## src/rtl/mem_wb_pkg.sv

```systemverilog
// mem_wb_pkg: shared widths, field positions, encodings and store-lane helpers for
// the b-risc MEM/WB stage.
//   WORD_W / ADDR_W / REG_IDX_W / DEST_SRC_W / MEM_OP_W : datapath widths
//   mem_op layout : {store, unsigned, size[1:0]}, size 0=B 1=H 2=W 3=illegal
//   dest_src_e    : write-back source selector shared with the ID stage
//   state_e       : MEM/WB control states
package mem_wb_pkg;

    localparam int unsigned WORD_W     = 32;
    localparam int unsigned ADDR_W     = 32;
    localparam int unsigned REG_IDX_W  = 5;
    localparam int unsigned DEST_SRC_W = 2;
    localparam int unsigned MEM_OP_W   = 4;

    localparam int unsigned MEM_OP_STORE    = 3;
    localparam int unsigned MEM_OP_UNSIGNED = 2;

    typedef enum logic [1:0] {
        SIZE_B = 2'd0,
        SIZE_H = 2'd1,
        SIZE_W = 2'd2,
        SIZE_X = 2'd3
    } mem_size_e;

    typedef enum logic [DEST_SRC_W-1:0] {
        DEST_SRC_ALU  = 2'd0,
        DEST_SRC_MEM  = 2'd1,
        DEST_SRC_NONE = 2'd2
    } dest_src_e;

    typedef enum logic [1:0] {
        ST_IDLE = 2'd0,
        ST_REQ  = 2'd1,
        ST_RSP  = 2'd2
    } state_e;

    // Natural alignment; size 3 is never a legal access.
    function automatic logic access_aligned(input logic [1:0] size, input logic [1:0] off);
        logic ok;
        case (size)
            SIZE_B:  ok = 1'b1;
            SIZE_H:  ok = ~off[0];
            SIZE_W:  ok = (off == 2'b00);
            default: ok = 1'b0;
        endcase
        return ok;
    endfunction

    function automatic logic [3:0] store_wstrb(input logic [1:0] size, input logic [1:0] off);
        logic [3:0] strb;
        case (size)
            SIZE_B:  strb = 4'b0001 << off;
            SIZE_H:  strb = off[1] ? 4'b1100 : 4'b0011;
            default: strb = 4'b1111;
        endcase
        return strb;
    endfunction

    // Store data is replicated across every lane so the strobe alone selects the target bytes.
    function automatic logic [WORD_W-1:0] store_wdata(input logic [1:0] size, input logic [WORD_W-1:0] d);
        logic [WORD_W-1:0] w;
        case (size)
            SIZE_B:  w = {4{d[7:0]}};
            SIZE_H:  w = {2{d[15:0]}};
            default: w = d;
        endcase
        return w;
    endfunction

endpackage

```

## src/rtl/mem_wb_load_align.sv

```systemverilog
// mem_wb_load_align: combinational load lane select and sign/zero extension.
//   byte_off_i : low address bits of the load
//   size_i     : access size (B/H/W)
//   unsigned_i : 1 = zero-extend, 0 = sign-extend
//   rdata_i    : full word returned by memory
//   word_o     : register-file ready value
module mem_wb_load_align
    import mem_wb_pkg::*;
(
    input  logic [1:0]        byte_off_i,
    input  logic [1:0]        size_i,
    input  logic              unsigned_i,
    input  logic [WORD_W-1:0] rdata_i,
    output logic [WORD_W-1:0] word_o
);

    logic [7:0]  byte_lane;
    logic [15:0] half_lane;

    always_comb begin
        byte_lane = rdata_i[8*byte_off_i +: 8];
        half_lane = rdata_i[16*byte_off_i[1] +: 16];
        case (size_i)
            SIZE_B:  word_o = unsigned_i ? {24'h0, byte_lane} : {{24{byte_lane[7]}}, byte_lane};
            SIZE_H:  word_o = unsigned_i ? {16'h0, half_lane} : {{16{half_lane[15]}}, half_lane};
            default: word_o = rdata_i;
        endcase
    end

endmodule

```

## src/rtl/mem_wb.sv

```systemverilog
// mem_wb: memory-access + write-back stage of the b-risc pipeline.
//   clk, clr                : clock, synchronous active-high reset
//   ex_*                    : instruction presented by EX (held by upstream while stall=1)
//   stall                   : stage busy with a memory transaction
//   mem_req_* / mem_rsp_*   : valid/ready data-memory port, word-aligned addresses
//   wb_dest_en/reg/data     : register-file write port (single-cycle pulse)
//   exc_misalign            : one-cycle pulse when a misaligned/illegal access is dropped
module mem_wb
    import mem_wb_pkg::*;
(
    input  logic                  clk,
    input  logic                  clr,
    input  logic                  ex_valid,
    input  logic [WORD_W-1:0]     ex_alu_result,
    input  logic [WORD_W-1:0]     ex_store_data,
    input  logic                  ex_mem_en,
    input  logic [MEM_OP_W-1:0]   ex_mem_op,
    input  logic [DEST_SRC_W-1:0] ex_dest_src,
    input  logic [REG_IDX_W-1:0]  ex_dest_reg,
    output logic                  stall,
    output logic                  mem_req_valid,
    input  logic                  mem_req_ready,
    output logic [ADDR_W-1:0]     mem_req_addr,
    output logic                  mem_req_we,
    output logic [3:0]            mem_req_wstrb,
    output logic [WORD_W-1:0]     mem_req_wdata,
    input  logic                  mem_rsp_valid,
    input  logic [WORD_W-1:0]     mem_rsp_rdata,
    output logic                  wb_dest_en,
    output logic [REG_IDX_W-1:0]  wb_dest_reg,
    output logic [WORD_W-1:0]     wb_dest_data,
    output logic                  exc_misalign
);

    state_e                 state_q, state_d;
    logic [MEM_OP_W-1:0]    op_q, op_d;
    logic [ADDR_W-1:0]      addr_q, addr_d;
    logic [WORD_W-1:0]      sdata_q, sdata_d;
    logic [REG_IDX_W-1:0]   rd_q, rd_d;
    logic                   wb_en_q, wb_en_d;
    logic [REG_IDX_W-1:0]   wb_reg_q, wb_reg_d;
    logic [WORD_W-1:0]      wb_data_q, wb_data_d;
    logic                   exc_q, exc_d;
    logic [WORD_W-1:0]      load_word;
    logic                   req_active;

    mem_wb_load_align u_load_align (
        .byte_off_i (addr_q[1:0]),
        .size_i     (op_q[1:0]),
        .unsigned_i (op_q[MEM_OP_UNSIGNED]),
        .rdata_i    (mem_rsp_rdata),
        .word_o     (load_word)
    );

    always_ff @(posedge clk) begin
        if (clr) begin
            state_q   <= ST_IDLE;
            op_q      <= '0;
            addr_q    <= '0;
            sdata_q   <= '0;
            rd_q      <= '0;
            wb_en_q   <= 1'b0;
            wb_reg_q  <= '0;
            wb_data_q <= '0;
            exc_q     <= 1'b0;
        end else begin
            state_q   <= state_d;
            op_q      <= op_d;
            addr_q    <= addr_d;
            sdata_q   <= sdata_d;
            rd_q      <= rd_d;
            wb_en_q   <= wb_en_d;
            wb_reg_q  <= wb_reg_d;
            wb_data_q <= wb_data_d;
            exc_q     <= exc_d;
        end
    end

    always_comb begin
        state_d   = state_q;
        op_d      = op_q;
        addr_d    = addr_q;
        sdata_d   = sdata_q;
        rd_d      = rd_q;
        wb_en_d   = 1'b0;
        wb_reg_d  = '0;
        wb_data_d = '0;
        exc_d     = 1'b0;
        unique case (state_q)
            ST_IDLE: begin
                if (ex_valid) begin
                    if (ex_mem_en) begin
                        if (access_aligned(ex_mem_op[1:0], ex_alu_result[1:0])) begin
                            op_d    = ex_mem_op;
                            addr_d  = ex_alu_result;
                            sdata_d = ex_store_data;
                            rd_d    = ex_dest_reg;
                            state_d = ST_REQ;
                        end else begin
                            exc_d = 1'b1;
                        end
                    end else if (ex_dest_src == DEST_SRC_ALU && ex_dest_reg != '0) begin
                        wb_en_d   = 1'b1;
                        wb_reg_d  = ex_dest_reg;
                        wb_data_d = ex_alu_result;
                    end
                end
            end
            ST_REQ: begin
                if (mem_req_ready) begin
                    state_d = op_q[MEM_OP_STORE] ? ST_IDLE : ST_RSP;
                end
            end
            ST_RSP: begin
                if (mem_rsp_valid) begin
                    state_d = ST_IDLE;
                    if (rd_q != '0) begin
                        wb_en_d   = 1'b1;
                        wb_reg_d  = rd_q;
                        wb_data_d = load_word;
                    end
                end
            end
            default: state_d = ST_IDLE;
        endcase
    end

    // Request fields are derived from latched state only, so they cannot move while REQ waits.
    always_comb begin
        req_active    = (state_q == ST_REQ);
        stall         = (state_q != ST_IDLE);
        mem_req_valid = req_active;
        mem_req_addr  = '0;
        mem_req_we    = 1'b0;
        mem_req_wstrb = '0;
        mem_req_wdata = '0;
        if (req_active) begin
            mem_req_addr = {addr_q[ADDR_W-1:2], 2'b00};
            mem_req_we   = op_q[MEM_OP_STORE];
            if (op_q[MEM_OP_STORE]) begin
                mem_req_wstrb = store_wstrb(op_q[1:0], addr_q[1:0]);
                mem_req_wdata = store_wdata(op_q[1:0], sdata_q);
            end
        end
    end

    assign wb_dest_en   = wb_en_q;
    assign wb_dest_reg  = wb_reg_q;
    assign wb_dest_data = wb_data_q;
    assign exc_misalign = exc_q;

endmodule
```

## config.mk

```make
export PLATFORM = sky130hd
export DESIGN_NAME = mem_wb
export DESIGN_NICKNAME = d
export VERILOG_FILES = /design/src/rtl/mem_wb_pkg.sv /design/src/rtl/mem_wb_load_align.sv /design/src/rtl/mem_wb.sv
export SDC_FILE = /design/constraint.sdc
export NUM_CORES = 1
export LEC_CHECK = 0
export ABC_CLOCK_PERIOD_IN_PS = 1510
export CAP_MARGIN = 10
export CELL_PAD_IN_SITES_DETAIL_PLACEMENT = 1
export CELL_PAD_IN_SITES_GLOBAL_PLACEMENT = 2
export CORE_MARGIN = 1.5
export CORE_UTILIZATION = 23
export DETAILED_ROUTE_END_ITERATION = 6
export GPL_TIMING_DRIVEN = 0
export PLACE_DENSITY_LB_ADDON = 0.1
export REMOVE_ABC_BUFFERS = 1
export SETUP_SLACK_MARGIN = 0.05
export SLEW_MARGIN = 20
export SYNTH_ARGS = -nofsm -noshare
export SYNTH_HDL_FRONTEND = slang
export SYNTH_SLANG_ARGS = --single-unit
```

## constraint.sdc

```tcl
create_clock -name clk -period 1.51 [get_ports clk]
set_input_delay 0.151 -clock clk [delete_from_list [all_inputs] [get_ports clk]]
set_output_delay 0.151 -clock clk [all_outputs]
set_load 0.01 [all_outputs]
```

==> results by group, run 1 <==
Run status
  – Status: finished with violations
  – Failing checks: setup timing

GRT
  – Total gr overflow: 0
  – Vias in the first global route: 6519
  – Largest net degree at the start of global routing: 56
  – All-Layer GR Usage: 18.5%
  – First-pass GRT wire length: 37400 um
  – Initial antenna violation count: 1

STA
  – Final hold viol count: 0
  – Clk_skew: 9.65 ps
  – Fin crit share: 122%
  – Tmin final: 1840 ps
  – Fmax achieved: 544 MHz
  – Fin. max-slew vios: 0
  – Total negative setup slack: -27440 ps
  – Setup-failing EPs final: 173
  – Hold Slack: 288 ps
  – RSZ-0062 raised after global routing: true
  – Setup ws final: -328 ps

Yosys
  – Synth Warn #: 0
  – Netlist cell types: 45
  – Mapped Cells: 687
  – Post-synth ARST share: 0%
  – Post-synthesis sequential area ratio: 37.7%
  – Register bit total from synthesis: 114
  – Post-Synthesis Cell Area: 0.00606 mm2
  – Top FF cell, synth: dfxtp_1
  – Post-synth EDFFs: 0
  – Syn avg cell area: 8.82 um2

Clock network
  – Clk sink count: 114
  – Clk slew on worst S/H paths: 50 ps
  – Worst-skew pair later-pin latency: 420 ps
  – CTS Buffer Depth: 2
  – CTS tree: built
  – CTS buffer count: 17
  – Clock Tree Root: clkbuf_16
  – Htree depth: 4

Detailed routing
  – DRT Pass-1 Iters: 4
  – Vias per cell: 4.58
  – Via count: 6025
  – Total wire length: 26900 um
  – DR iter-0 viols: 165
  – WL per Instance: 20.4 um
  – # DRC: 0
  – Final ANT Viol Nets: 0

Die
  – Core Area: 0.0260 mm2
  – I/O Pins: 223
  – Die X-Extent: 165 um
  – Die area: 0.0273 mm2
  – Initial core utilization: 23.3%
  – Die height: 165 um
  – Rows: 59

Placement
  – Dpl cell area: 0.00867 mm2
  – DP HPWL: 16100 um
  – Routability congestion estimate: 0.736
  – DP Cell Count: 1194
  – IO buf count: 220

Worst setup path
  – CP peak stage delay: 360 ps
  – Reg2Reg Depth: 5
  – Worst-path maximum fanout: 5
  – Ordered list of cells on the worst path: nor2b_4 > buf_12 > nand2_8 > buf_8 > a21oi_4 > buf_2
  – CP startpoint kind: register
  – CP Class: reg -> out
  – Data required, critical path: 1360 ps
  – Nature of the critical path endpoint: output port
  – Arrival time worst endpoint: 1690 ps
  – Slowest CP cell: dfxtp_4
  – FF-to-FF setup slack: -260 ps

Worst hold path
  – Worst Hold Class: in -> reg
  – Hold Path Depth: 3

Pwr
  – Reg power frac: 35.2%
  – Logic gate share of total power: 16.7%
  – Clock share of power: 48.0%
  – Pwr per Cell Area: 783 mW/mm2
  – Pint: 6.77 mW
  – Switching share of power: 25.0%
  – Worst vdd ir: 0.599 mV
  – P_sw: 2.26 mW
  – Static Leak: 4.63 nW

Final layout
  – Most frequent cells in the layout: 162 x nand2b_1, 126 x clkdlybuf4s50_1, 107 x dfxtp_1, 93 x buf_6, 85 x mux2i_1
  – Fin area: 0.0115 mm2
  – # nets final: 1081
  – Layout cells sized above 1: 34.5%
  – Layout area overhead: 90.1%
  – Final Util: 44.3%
  – Commonest non-fill, non-tap cell in the layout: nand2b_1
  – Finished Layout Cells: 1316

Run
  – Max Cap Viol: 0
==> worst max-delay path, delay by kind of cell (launching register included) <==
family	cells	cell delay (ps)
buffers and inverters	3	480
DFF	1	360
and+or+nand+nor	2	290
AOI/OAI and AO/OA	1	120
==> Yosys cell counts (all sizes together) (2+ instances only) <==
library cell | n | area share, %
dfxtp | 114 | 38
o21ai | 18 | 1.5
nor3b | 3 | 0.54
nand2 | 18 | 1.1
and3 | 9 | 0.93
nand3b | 8 | 0.99
a211o | 8 | 1.2
buf | 19 | 1.7
a22o | 16 | 2.3
a22oi | 5 | 0.62
or2 | 3 | 0.31
and2 | 30 | 3.1
nand3 | 9 | 0.74
a31oi | 2 | 0.45
nor3 | 3 | 0.25
clkbuf | 40 | 2.5
a21oi | 28 | 2.3
inv | 12 | 0.74
a221oi | 7 | 1.0
and3b | 8 | 1.2
mux2i | 90 | 15
nor2b | 5 | 0.52
nand2b | 163 | 17
nor2 | 41 | 2.5
or4 | 2 | 0.31
o2bb2ai | 15 | 2.2
==> layer usage <==
metal  track usage, %  wire (um)
met1             20.9      11100
met2             34.1      14100
met3             4.42       1240
met4             5.97        457
met5                0          0
==> per-stage QoR <==
stage               power, mW  worst slack [ps]
finish                   9.03              -328
global route             9.40              -388
CTS                      8.99              -302
detailed placement       4.28             -1330
global placement         4.29             -7580
floorplan                3.68             -4350
==> cell type report <==
cell class              count  area [um2]
diodes                      1        2.50
clock buffers              22         495
clock inverters             9         126
fillers                  2827       14500
inverters                  12        48.8
multi-input cells         507        4350
flip-flops and latches    114        2310
well taps                 335         419
repair buffers            316        3780
==> timing repair <==
item / CTS / global route
hold buffers: 0 / 0
pin swaps: 22 / 47
hold endpoints to repair: 0 / 0
gates resized for setup: 418 / 200
buffers inserted: 57 / 20
setup endpoints to repair: 180 / 195
cloned: 9 / 11
==> cell families after synthesis <==
group,after synthesis,share of synthesized area [%]
and+or+nand+nor,304,29.6
DFF,114,37.7
AOI/OAI and AO/OA,105,12.3
muxes,92,15.5
buffers and inverters,71,4.93
other,1,0.0619
==> worst paths after layout <==
kind                   start                to
setup reg to reg     op_q[0]  wb_dest_data[21]
hold / removal           clr           op_q[3]
setup / recovery  state_q[0]  mem_req_wdata[9]
hold reg to reg   addr_q[25]        addr_q[25]
==> power groups by stage <==
stage | Combinational [mW] | Clock (mW) | Sequential, mW
2_1_floorplan | 0.446 | 0 | 3.23
3_3_place_gp | 1.03 | 0 | 3.26
3_5_place_dp | 1.03 | 0 | 3.25
4_1_cts | 1.38 | 4.44 | 3.17
5_1_grt | 1.61 | 4.60 | 3.19
6_report | 1.51 | 4.34 | 3.18
Power figures use the tool's default switching activity.
==> run 2: changes to the inputs <==
--- a/config.mk
+++ b/config.mk
@@ -16,6 +16,7 @@
 export PLACE_DENSITY_LB_ADDON = 0.1
 export REMOVE_ABC_BUFFERS = 1
 export SETUP_SLACK_MARGIN = 0.05
+export SKIP_LAST_GASP = 1
 export SLEW_MARGIN = 20
 export SYNTH_ARGS = -nofsm -noshare
 export SYNTH_HDL_FRONTEND = slang
==> run 2 against run 1 <==
Effect of this change: the flow still finishes with violations (setup timing); sequential share of layout area increased by 0.66 points; register-to-register slack got worse by 60 ps; via count up 0.27%; sequential power barely moved; power decreased by 0.31%; clock power about the same; cell count grew 0.53%; final area shrank 3.2%; global-route usage about the same; non-clock buffer count increased by 7; flip-flop and latch count unchanged; critical path depth stayed put.
==> results by group, run 2 (synthesis gave the netlist of run 1 again) <==
Worst setup path
  – CP startpoint kind: register
  – Data required, critical path: 1870 ps (+510 ps)
  – Worst-path maximum fanout: 14 (+9)
  – Arrival time worst endpoint: 2190 ps (+500 ps)
  – Nature of the critical path endpoint: register
  – CP Class: reg -> reg

Die
  – Rows: 59 (unchanged)
  – Die area: 0.0273 mm2 (unchanged)
  – Core Area: 0.0260 mm2 (unchanged)
  – Initial core utilization: 23.3% (unchanged)
  – Die height: 165 um (unchanged)
  – Die X-Extent: 165 um (unchanged)
  – I/O Pins: 223 (unchanged)

Clock network
  – CTS Buffer Depth: 2 (unchanged)
  – Post-CTS Hold Buffers: 0 (unchanged)
  – Clk slew on worst S/H paths: 60 ps (about the same)
  – CTS buffer count: 17 (unchanged)
  – Worst-skew pair later-pin latency: 420 ps (about the same)
  – Htree depth: 4 (unchanged)
  – Clk sink count: 114 (unchanged)
  – Clock Tree Root: clkbuf_16
  – CTS tree: built

Detailed routing
  – Final ANT Viol Nets: 0 (unchanged)
  – DR iter-0 viols: 147 (-11%)
  – Via count: 6041 (+0.27%)
  – Total wire length: 26500 um (-1.4%)
  – # DRC: 0 (unchanged)
  – Vias per cell: 4.57 (-0.26%)
  – WL per Instance: 20.0 um (-1.9%)
  – DRT Pass-1 Iters: 4 (unchanged)

Final layout
  – Finished Layout Cells: 1323 (+0.53%)
  – Commonest non-fill, non-tap cell in the layout: nand2b_1
  – Layout area overhead: 84.0%
  – Final Util: 42.9% (-1.4 points)
  – Filler instances: 2888 (+2.2%)
  – # nets final: 1088 (+0.65%)
  – Layout cells sized above 1: 31.4% (-3.1 points)
  – Most frequent cells in the layout: 162 x nand2b_1, 150 x clkdlybuf4s50_1, 107 x dfxtp_1, 85 x mux2i_1, 50 x buf_6

STA
  – RSZ-0062 raised after global routing: true
  – Fmax achieved: 546 MHz (+0.36%)
  – Total negative setup slack: -26540 ps (+899 ps)
  – Setup-failing EPs final: 164 (-5.2%)
  – Tmin final: 1830 ps (-6.58 ps)
  – Fin crit share: 121% (-0.44 points)
  – Clk_skew: 9.70 ps (+0.0504 ps)
  – Final hold viol count: 0 (unchanged)
  – Fin. max-slew vios: 0 (unchanged)
  – Setup ws final: -321 ps (+6.58 ps)

Run status
  – Status: finished with violations
  – Failing checks: setup timing

GRT
  – M3 GR Usage: 4.52% (+0.10 points)
  – GR Util met2: 33.9% (-0.15 points)
  – First-pass GRT wire length: 37400 um (about the same)
  – Vias in the first global route: 6529 (+0.15%)
  – Total gr overflow: 0 (unchanged)
  – GR Util met1: 20.7% (-0.12 points)
  – All-Layer GR Usage: 18.5% (about the same)
  – Largest net degree at the start of global routing: 56 (unchanged)
  – Initial antenna violation count: 1 (unchanged)
  – GRT Max-Usage Layer: met2

Pwr
  – Tot Pwr: 9.00 mW (-0.31%)
  – Worst vdd ir: 0.598 mV (-0.16%)
  – Static Leak: 4.15 nW (-10%)
  – Pwr per Cell Area: 807 mW/mm2 (+3.0%)

Worst hold path
  – Worst Hold Class: in -> reg

Placement
  – DP Cell Count: 1194 (unchanged)
  – Routability congestion estimate: 0.736 (unchanged)
  – DP HPWL: 16100 um (unchanged)
  – Pre-CTS WS: -1330 ps (unchanged)
  – IO buf count: 220 (unchanged)

Run
  – Max Cap Viol: 0 (unchanged)
[run 2: changes by cell type in the layout (fill, tap and decap cells not counted), sizes merged]
cell / delta
bufbuf: -1
clkbuf: -3
dlymetal6s2s: -22
buf: +1
clkdlybuf4s15: +9
clkdlybuf4s50: +24
dlygate4sd2: -1
[run 2: path summary, 6_finish.rpt]
check,from,endpoint,slack [ps],cells after the start
setup / recovery,op_q[0],wb_dest_data[21],-320,6
hold / removal,clr,op_q[3],290,3
setup reg to reg,op_q[0],wb_dest_data[21],-320,6
hold reg to reg,addr_q[25],addr_q[25],470,2
[run 2: cell type report]
| cell class | instances | area (um2) | area share [%] |
|---|---|---|---|
| diodes | 1 | 2.50 | 0.0224 |
| flip-flops and latches | 114 | 2310 | 20.7 |
| multi-input cells | 507 | 4190 | 37.6 |
| clock buffers | 22 | 495 | 4.44 |
| repair buffers | 323 | 3560 | 32.0 |
| inverters | 12 | 48.8 | 0.437 |
| clock inverters | 9 | 126 | 1.13 |
| well taps | 335 | 419 | 3.76 |
[run 2: where the power goes]
group          switching [mW]  internal (mW)
Sequential             0.0853           3.09
Combinational           0.630          0.872
Clock                    1.51           2.81
Total                    2.23           6.77
[run 2: per-stage QoR]
stage / hold slack [ps] / cell area [um2]
after global routing: 301 / 11200
final: 289 / 11200
after floorplan: 223 / 5810
after global placement: 453 / 8430
after detailed placement: 460 / 8670
after CTS: 283 / 10400
[run 2: layer usage]
| layer | vias to the layer above | share of wire, % | wire length (um) |
|---|---|---|---|
| li1 | 2922 | - | - |
| met1 | 2939 | 41 | 10900 |
| met2 | 156 | 52 | 13800 |
| met3 | 24 | 5.1 | 1350 |
| met4 | 0 | 1.8 | 472 |
| met5 | - | 0 | 0 |
[run 2: what timing repair did]
item | CTS | global route
gates resized for setup | 386 | 111
setup endpoints to repair | 180 | 198
cloned | 9 | 8
pin swaps | 21 | 29
buffers inserted | 57 | 28
[run 2: critical path, cell delays in order (launching register included)]
cell and delay [ps]:
dfxtp_4 390, buf_4 150, buf_12 130, or4_4 550, a31oi_4 220, buf_12 170
a22o_1 150
==> run 3: changes to the inputs <==
--- a/config.mk
+++ b/config.mk
@@ -11,6 +11,7 @@
 export CELL_PAD_IN_SITES_GLOBAL_PLACEMENT = 2
 export CORE_MARGIN = 1.5
 export CORE_UTILIZATION = 23
+export CTS_BUF_LIST = sky130_fd_sc_hd__clkbuf_4 sky130_fd_sc_hd__clkbuf_8 sky130_fd_sc_hd__clkbuf_16
 export DETAILED_ROUTE_END_ITERATION = 6
 export GPL_TIMING_DRIVEN = 0
 export PLACE_DENSITY_LB_ADDON = 0.1
==> run 3 against run 2 <==
Effect of this change: the flow still finishes with violations (setup timing); utilization hardly changed; cell count stayed put; setup slack hardly changed; critical path depth stayed put; wire length is 0.14% lower; clock-buffer cell count stayed put; final area hardly changed; sequential power hardly changed; first-iteration DRC count is 10% higher; critical path type unchanged; critical endpoint unchanged.
==> results by group, run 3 (synthesis gave the netlist of run 1 again) <==
Run status
  – Status: finished with violations
  – Failing checks: setup timing

Clock network
  – CTS buffer count: 17 (unchanged)
  – CTS Buffer Depth: 2 (unchanged)
  – Htree depth: 4 (unchanged)
  – Worst-skew pair later-pin latency: 420 ps (about the same)
  – Clk slew on worst S/H paths: 60 ps (about the same)
  – Clk sink count: 114 (unchanged)
  – CTS tree: built
  – Post-CTS Hold Buffers: 0 (unchanged)
  – Clock Tree Root: clkbuf_16

Pwr
  – Switching share of power: 24.7% (about the same)
  – P_sw: 2.23 mW (+0.23%)
  – Logic gate share of total power: 16.7% (about the same)
  – Tot Pwr: 9.02 mW (+0.26%)
  – Static Leak: 4.16 nW (about the same)
  – Worst vdd ir: 0.599 mV (+0.12%)
  – Pint: 6.79 mW (+0.27%)
  – Reg power frac: 35.2% (about the same)
  – Pwr per Cell Area: 809 mW/mm2 (+0.22%)
  – Clock share of power: 48.1% (about the same)

Die
  – Core Area: 0.0260 mm2 (unchanged)
  – Rows: 59 (unchanged)
  – Die X-Extent: 165 um (unchanged)
  – Die area: 0.0273 mm2 (unchanged)
  – Initial core utilization: 23.3% (unchanged)
  – I/O Pins: 223 (unchanged)
  – Die height: 165 um (unchanged)

Worst hold path
  – WHS Endpoint: op_q[3]
  – Hold Path Depth: 3 (unchanged)
  – Origin of the worst min-delay path: clr
  – Worst Hold Class: in -> reg

Detailed routing
  – Total wire length: 26500 um (-0.14%)
  – # DRC: 0 (unchanged)
  – Vias per cell: 4.57 (about the same)
  – DRT Pass-1 Iters: 4 (unchanged)
  – Via count: 6044 (+0.050%)
  – Final ANT Viol Nets: 0 (unchanged)
  – DR iter-0 viols: 162 (+10%)
  – WL per Instance: 20.0 um (-0.14%)

STA
  – Tmin final: 1830 ps (-0.0270 ps)
  – Fin crit share: 121% (about the same)
  – RSZ-0062 raised after global routing: true
  – Final hold viol count: 0 (unchanged)
  – Clk_skew: 9.53 ps (-0.176 ps)
  – Fmax achieved: 546 MHz (about the same)
  – Setup ws final: -321 ps (+0.0270 ps)
  – Setup-failing EPs final: 164 (unchanged)
  – Fin. max-slew vios: 0 (unchanged)
  – Hold Slack: 288 ps (-0.512 ps)

Final layout
  – Layout area overhead: 84.1% (about the same)
  – Filler instances: 2884 (-0.14%)
  – Commonest non-fill, non-tap cell in the layout: nand2b_1
  – Layout cells sized above 1: 31.5% (+0.10 points)
  – # nets final: 1088 (unchanged)
  – Most frequent cells in the layout: 162 x nand2b_1, 150 x clkdlybuf4s50_1, 107 x dfxtp_1, 85 x mux2i_1, 50 x buf_6

GRT
  – Largest net degree at the start of global routing: 56 (unchanged)
  – All-Layer GR Usage: 18.5% (about the same)
  – First-pass GRT wire length: 37300 um (about the same)
  – Initial antenna violation count: 1 (unchanged)
  – Vias in the first global route: 6530 (+0.015%)
  – Total gr overflow: 0 (unchanged)

Placement
  – DP HPWL: 16100 um (unchanged)
  – Pre-CTS WS: -1330 ps (unchanged)
  – IO buf count: 220 (unchanged)
  – Routability congestion estimate: 0.736 (unchanged)

Worst setup path
  – CP startpoint: op_q[0]
  – Nature of the critical path endpoint: register
  – CP Class: reg -> reg
  – R2r startpoint: op_q[0]
  – Arrival time worst endpoint: 2190 ps (about the same)
  – Data required, critical path: 1870 ps (about the same)
  – FF-to-FF setup slack: -320 ps (about the same)
  – Worst flop-to-flop path endpoint: wb_dest_data[21]
  – CP startpoint kind: register
  – Worst-path maximum fanout: 14 (unchanged)
  – Reg2Reg Depth: 6 (unchanged)

Run
  – Max Cap Viol: 0 (unchanged)
-- run 3: what timing repair did --
item                       CTS  global route
setup buffers               57            28
pin swaps                   21            29
gates cloned                 9             8
resized for setup          386           111
setup endpoints to repair  180           198
-- run 3: power groups by stage --
stage                     Sequential [mW]  Combinational [mW]  Clock, mW
after global placement               3.26                1.03          0
after detailed placement             3.25                1.03          0
after CTS                            3.17                1.38       4.46
after global routing                 3.19                1.60       4.61
after floorplan                      3.23               0.446          0
final                                3.18                1.50       4.34
-- run 3: how the worst max path moves through the flow --
stage	end	slack, ps	depth (start not counted)
finish	wb_dest_data[21]	-320	6
global route	mem_req_addr[7]	-380	5
CTS	mem_req_wdata[21]	-300	5
detailed placement	mem_req_wstrb[0]	-1330	4
global placement	state_q[0]	-7580	5
floorplan	state_q[0]	-4350	4
-- run 3: routing by layer --
layer  track usage (%)  up-vias  part of all wire (%)
met4              6.37        0                   1.8
met5                 0        -                     0
li1                  -     2919                     -
met2              33.9      157                    52
met3              4.52       25                   5.1
met1              20.7     2943                    41
-- run 3: per-stage QoR --
step | TNS (ps) | instance area, um2 | utilization [%] | std cells
6_report | -26660 | 11200 | 42.9 | 1323
5_1_grt | -38990 | 11200 | 42.9 | 1322
4_1_cts | -27090 | 10400 | 40.1 | 1289
3_5_place_dp | -148730 | 8670 | 33.4 | 1194
3_3_place_gp | -964550 | 8430 | 32.4 | 1184
2_1_floorplan | -392830 | 5810 | - | 629
-- run 3: worst max-delay path, cell delays in order, from the launching register on --
cell and delay, ps:
dfxtp_4 390, buf_4 150, buf_12 130, or4_4 550, a31oi_4 220, buf_12 170
a22o_1 150
-- run 3: area by class of cell --
class	count	area, um2	share of cell area [%]
Clock inverter	9	126	1.13
Sequential cell	114	2310	20.7
Tap cell	335	419	3.76
Antenna cell	1	2.50	0.0224
Inverter	12	48.8	0.437
Timing Repair Buffer	323	3560	31.9
Multi-Input combinational cell	507	4190	37.5
Clock buffer	22	499	4.47
